### src/rtl/lemming_terrain.sv
// Purpose: 1-D terrain and position model that closes the loop around the lemming walker FSM.
// Latency: moves, digs and landings commit at the clock edge; outputs are combinational from the registers.
// Backpressure: none. Walker inputs are sampled every cycle, and any protocol violation freezes the world and sets err.
//
// Ports:
//   clk, areset_n            rising-edge clock, asynchronous active-low reset
//   load, map_in, wall_in,   synchronous world load (highest priority); start_x
//   start_x                  is clamped to WIDTH-1
//   walk_left, walk_right,   walker FSM Moore state outputs
//   aaah, digging
//   ground, bump_left,       walker FSM environment inputs
//   bump_right
//   pos, tiles_dug, err      current column, saturating dig count, sticky protocol error
module lemming_terrain #(
    parameter int              WIDTH       = 16,
    parameter int              DIG_CYCLES  = 4,
    parameter int              FALL_CYCLES = 8,
    parameter logic [WIDTH-1:0] INIT_MAP   = '1,
    localparam int             XW          = (WIDTH > 1) ? $clog2(WIDTH) : 1
) (
    input  logic             clk,
    input  logic             areset_n,
    input  logic             load,
    input  logic [WIDTH-1:0] map_in,
    input  logic [WIDTH-1:0] wall_in,
    input  logic [XW-1:0]    start_x,
    input  logic             walk_left,
    input  logic             walk_right,
    input  logic             aaah,
    input  logic             digging,
    output logic             ground,
    output logic             bump_left,
    output logic             bump_right,
    output logic [XW-1:0]    pos,
    output logic [7:0]       tiles_dug,
    output logic             err
);

    localparam int DCW = (DIG_CYCLES  > 1) ? $clog2(DIG_CYCLES)  : 1;
    localparam int FCW = (FALL_CYCLES > 1) ? $clog2(FALL_CYCLES) : 1;

    localparam logic [XW-1:0]  X_MAX    = XW'(WIDTH - 1);
    localparam logic [DCW-1:0] DIG_LAST = DCW'(DIG_CYCLES - 1);
    localparam logic [FCW-1:0] FALL_LAST = FCW'(FALL_CYCLES - 1);

    logic [WIDTH-1:0] ground_map_q, ground_map_d;
    logic [WIDTH-1:0] wall_map_q,   wall_map_d;
    logic [XW-1:0]    x_q,          x_d;
    logic [DCW-1:0]   dig_cnt_q,    dig_cnt_d;
    logic [FCW-1:0]   fall_cnt_q,   fall_cnt_d;
    logic [7:0]       tiles_dug_q,  tiles_dug_d;
    logic             err_q,        err_d;
    // Remembers that the previous cycle had aaah high over solid ground. One
    // such cycle is legal (the walker sees ground one cycle after landing);
    // two in a row is a protocol error.
    logic             aaah_gnd_q,   aaah_gnd_d;

    logic          ground_cur;
    logic          at_left;
    logic          at_right;
    logic          blocked_l;
    logic          blocked_r;
    logic          multi_hot;
    logic          walk_no_gnd;
    logic          aaah_on_gnd;
    logic          err_hit;
    logic [XW-1:0] start_clamped;

    // start_x can only exceed WIDTH-1 when WIDTH is not a power of two.
    generate
        if (WIDTH == (1 << XW)) begin : g_no_clamp
            assign start_clamped = start_x;
        end else begin : g_clamp
            assign start_clamped = (start_x > X_MAX) ? X_MAX : start_x;
        end
    endgenerate

    always_comb begin
        ground_cur = ground_map_q[x_q];
        at_left    = (x_q == '0);
        at_right   = (x_q == X_MAX);
        // The edge of the strip acts as a wall; guarding the index keeps
        // x-1 / x+1 from wrapping into the opposite end.
        blocked_l  = at_left  ? 1'b1 : wall_map_q[x_q - 1'b1];
        blocked_r  = at_right ? 1'b1 : wall_map_q[x_q + 1'b1];
    end

    assign ground     = ground_cur;
    assign bump_left  = walk_left  & blocked_l;
    assign bump_right = walk_right & blocked_r;
    assign pos        = x_q;
    assign tiles_dug  = tiles_dug_q;
    assign err        = err_q;

    always_comb begin
        multi_hot   = ($countones({walk_left, walk_right, aaah, digging}) > 1);
        walk_no_gnd = (walk_left | walk_right) & ~ground_cur;
        aaah_on_gnd = aaah & ground_cur;
        err_hit     = multi_hot | walk_no_gnd | (aaah_on_gnd & aaah_gnd_q);
    end

    always_comb begin
        ground_map_d = ground_map_q;
        wall_map_d   = wall_map_q;
        x_d          = x_q;
        dig_cnt_d    = dig_cnt_q;
        fall_cnt_d   = fall_cnt_q;
        tiles_dug_d  = tiles_dug_q;
        err_d        = err_q;
        aaah_gnd_d   = aaah_on_gnd;

        if (load) begin
            ground_map_d = map_in;
            wall_map_d   = wall_in;
            x_d          = start_clamped;
            dig_cnt_d    = '0;
            fall_cnt_d   = '0;
            tiles_dug_d  = '0;
            err_d        = 1'b0;
            aaah_gnd_d   = 1'b0;
        end else if (err_hit) begin
            // Freeze position, terrain and counters on a bad cycle so the
            // scoreboard sees the world exactly as it was when things broke.
            err_d = 1'b1;
        end else begin
            // Progress counters only survive an uninterrupted run of their
            // own activity.
            dig_cnt_d  = '0;
            fall_cnt_d = '0;

            if (aaah && !ground_cur) begin
                if (fall_cnt_q == FALL_LAST) begin
                    ground_map_d[x_q] = 1'b1;
                end else begin
                    fall_cnt_d = fall_cnt_q + 1'b1;
                end
            end else if (digging && ground_cur) begin
                if (dig_cnt_q == DIG_LAST) begin
                    ground_map_d[x_q] = 1'b0;
                    if (tiles_dug_q != 8'hFF) begin
                        tiles_dug_d = tiles_dug_q + 8'd1;
                    end
                end else begin
                    dig_cnt_d = dig_cnt_q + 1'b1;
                end
            end else if (walk_left && !blocked_l) begin
                x_d = x_q - 1'b1;
            end else if (walk_right && !blocked_r) begin
                x_d = x_q + 1'b1;
            end
        end
    end

    always_ff @(posedge clk or negedge areset_n) begin
        if (!areset_n) begin
            ground_map_q <= INIT_MAP;
            wall_map_q   <= '0;
            x_q          <= '0;
            dig_cnt_q    <= '0;
            fall_cnt_q   <= '0;
            tiles_dug_q  <= '0;
            err_q        <= 1'b0;
            aaah_gnd_q   <= 1'b0;
        end else begin
            ground_map_q <= ground_map_d;
            wall_map_q   <= wall_map_d;
            x_q          <= x_d;
            dig_cnt_q    <= dig_cnt_d;
            fall_cnt_q   <= fall_cnt_d;
            tiles_dug_q  <= tiles_dug_d;
            err_q        <= err_d;
            aaah_gnd_q   <= aaah_gnd_d;
        end
    end

endmodule
### config.mk
export PLATFORM = sky130hd
export DESIGN_NAME = lemming_terrain
export DESIGN_NICKNAME = d
export VERILOG_FILES = /design/src/rtl/lemming_terrain.sv
export SDC_FILE = /design/constraint.sdc
export NUM_CORES = 1
export LEC_CHECK = 0
export CORE_ASPECT_RATIO = 1.5
export CORE_MARGIN = 2
export CORE_UTILIZATION = 57
export CTS_BUF_LIST = sky130_fd_sc_hd__clkbuf_4 sky130_fd_sc_hd__clkbuf_8 sky130_fd_sc_hd__clkbuf_16
export DETAILED_ROUTE_END_ITERATION = 16
export DONT_BUFFER_PORTS = 1
export PLACE_DENSITY = 0.75
export SETUP_SLACK_MARGIN = 0.2
export SKIP_CTS_REPAIR_TIMING = 1
export SLEW_MARGIN = 25
export SYNTH_ARGS = -nofsm -noshare
export SYNTH_HDL_FRONTEND = slang
export SYNTH_SLANG_ARGS = --single-unit
### constraint.sdc
create_clock -name clk -period 3.21 [get_ports clk]
set_input_delay 0.642 -clock clk [delete_from_list [all_inputs] [get_ports clk]]
set_output_delay 0.642 -clock clk [all_outputs]
set_load 0.01 [all_outputs]
==> metrics.yaml <==
dieWidth_um: 66.36
syn_area_um2: 3324
synth_top_area_share_pct: 26.35
status: "completed"
io_pins: 59
via_count: 2471
yosysWarnings: 0
fin_nets: 369
period_share_pct: 95.20
dieArea_um2: 6472
multi_input_area_um2: 1892
grt_use_total_pct: 22.71
initial_core_util_pct: 58.32
endpoint_kind: "output port"
tritoncts.num_buffers: 5
chipHeight_um: 97.54
cts_max_level: 2
finalHoldViolCount: 0
cts_tree: "built"
dr.pass1.iters: 5
p_clk_share_pct: 22.3
slew_violations: 0
synth_edf_count: 0
antenna_found_initial: 0
p_per_area_nw_per_um2: 489.1
syn_inst: 314
synth-seq-cells: 51
p_leak_uw: 0.001476
gp_congestion: 0.8797
cp-start-kind: "register"
yosysSeqAreaShare_pct: 38.99
fin_total_pwr_uw: 1765
grt_max_degree: 76
switchingPower_uw: 578.6
drive_gt1_share_pct: 26.27
rsz0062_at_grt: "true"
core_area_um2: 5700
clock_latency_ns: 0.31
path_class: "reg -> out"
finalClockSkew_ns: 0.007475
avgSynthCellArea_um2: 10.59
dp_cells: 371
hold_path_class: "in -> async"
switching_share_pct: 32.78
power_frac_seq_pct: 43.0
wl_per_cell_um: 18.49
grt_pass1_vias: 2386
worst_ep_required_time_ns: 2.57
slew_headroom_pct: 58.23
cap_violations: 0
grt.overflow.total: 0
setup_viol: 0
drc: 0
rows: 34
routed_wl_mm: 7.174
regArea_um2: 1297
portBuffers: 0
drt-initial-drc-count: 173
fin_setup_tns_ns: 0
fillers: 467
grt_pass1_wl_mm: 11.34
crit_fanout: 7
synth_largest_area_cell: "dfrtp_1"
clockRootBuffer: "clkbuf_8"
path_clk_slew_ns: 0.10
synthFlopType: "dfrtp_1"
timing_worst_slew_pin_value_ns: 0.6253
share_comb_of_total_power_pct: 34.7
arrival_ns: 2.41
antenna_left: 0
fin_cells: 388
ir_drop_mv: 0.3559
clock_sinks: 51
avgViaCountPerCell: 6.369
area_growth_pct: 8.543
ys_types: 57
synth_area_leaders: "dfrtp_1 (26%), dfstp_2 (13%), mux2_2 (6.1%)"
antenna_cells: 0
synthArstFlopShare_pct: 100.0
clockBufferDepth: 2
max_freq_ghz: 0.3272
fin_crit_ns: 3.056
hpwl_mm: 5.067
synth_nets: 368
power.internal_uw: 1186
## final cells by class
type                            instances  share of cell area [%]
Multi-Input combinational cell        225                   52.43
Inverter                               14                   1.803
Sequential cell                        51                   35.96
Tap cell                               72                   2.497
Clock inverter                          3                  0.7628
Timing Repair Buffer                   18                   4.646
Clock buffer                            5                   1.907
## cell usage after synthesis, types with 2 or more instances
| master | count |
|---|---|
| xor2_1 | 7 |
| nor2b_1 | 5 |
| inv_1 | 13 |
| nand4_1 | 20 |
| buf_1 | 2 |
| nand2b_1 | 6 |
| mux2i_1 | 12 |
| o21ai_0 | 5 |
| nor3_1 | 3 |
| buf_6 | 2 |
| nand2_1 | 18 |
| and2_1 | 6 |
| a221o_1 | 4 |
| buf_4 | 3 |
| mux2_4 | 3 |
| clkbuf_1 | 12 |
| nor4_1 | 4 |
| xnor2_1 | 3 |
| o21ai_1 | 8 |
| a21oi_1 | 11 |
| a22oi_1 | 8 |
| nand3_1 | 11 |
| nor2_1 | 17 |
| nand3b_1 | 2 |
| ha_1 | 10 |
| dfrtp_1 | 35 |
| or3_1 | 3 |
| o22ai_1 | 2 |
| dfstp_2 | 16 |
| mux4_2 | 5 |
| mux4_1 | 6 |
| buf_2 | 5 |
| mux2_2 | 18 |
| a221oi_1 | 6 |
## worst max-delay path, stage by stage, from the launching register on
cell	delay, ns
dfrtp_2	0.46
clkinv_8	0.07
ha_4	0.33
mux2_4	0.31
mux4_2	0.47
nand2b_4	0.15
o211a_1	0.15
and2_4	0.16
## through the flow
stage | worst slack (ns) | hold slack (ns) | area (µm²) | util [%]
after floorplan | 0.2193 | 0.3464 | 3359 | -
after global placement | 0.2771 | 0.3480 | 3385 | 59.37
after detailed placement | 0.1965 | 0.3481 | 3385 | 59.37
after CTS | -0.06922 | -0.002729 | 3481 | 61.06
after global routing | 0.09619 | 0.1375 | 3608 | 63.30
final | 0.1541 | 0.1419 | 3608 | 63.30
## layer usage
layer / vias up / routed length (µm) / GRT usage [%]
met5: - / 0 / 0
li1: 1159 / - / -
met2: 90 / 3778 / 38.92
met4: 0 / 232 / 9.262
met3: 19 / 406 / 4.983
met1: 1203 / 2758 / 26.84
## power by group through the flow
stage	Combinational, µW	Clock [µW]	Sequential [µW]
global placement	540	0	765
floorplan	482	0	746
detailed placement	552	0	767
finish	612	394	758
CTS	554	410	756
global route	660	432	766
## worst paths after layout
kind                                     start             end  slack, ns  depth (start not counted)
worst min register to register  wall_map_q[14]  wall_map_q[14]       0.53                          1
worst max register to register          pos[0]          pos[2]       0.26                         10
worst max-delay path                    pos[0]      bump_right       0.15                          7
min in group clk                          load        register       0.39                          1
max in group asynchronous             areset_n          pos[0]       2.40                          1
worst min-delay path                  areset_n   fall_cnt_q[1]       0.14                          1
## kinds of logic after synthesis
logic type	count (synthesis)	share of synthesized area (%)
xor+xnor	10	2.635
buf+inv	38	5.269
fa+ha+maj	11	4.366
flops	51	38.99
mux	45	19.87
simple gates	105	17.31
compound gates	54	11.55
## cell usage in the layout, fill, tap and decap left out, types with 2 or more instances in the layout
master	n
dfrtp_1	34
a221o_1	4
mux2_2	17
inv_1	12
or3_1	3
nor2_1	17
buf_12	2
nor3_1	3
nor2b_1	5
mux2i_2	3
nand2b_1	6
and2_1	6
a22oi_1	8
nand4_1	20
o21ai_0	5
mux4_1	5
xor2_1	6
mux2_4	4
a221oi_1	6
ha_1	9
nor4_1	4
mux2i_1	9
a21oi_1	11
dfstp_2	16
o21ai_1	8
clkbuf_8	5
o22ai_1	2
nand3b_1	2
mux4_2	6
buf_4	13
nand3_1	11
xnor2_1	3
nand2_1	18
Note: power is estimated with default switching activity, not from simulation.
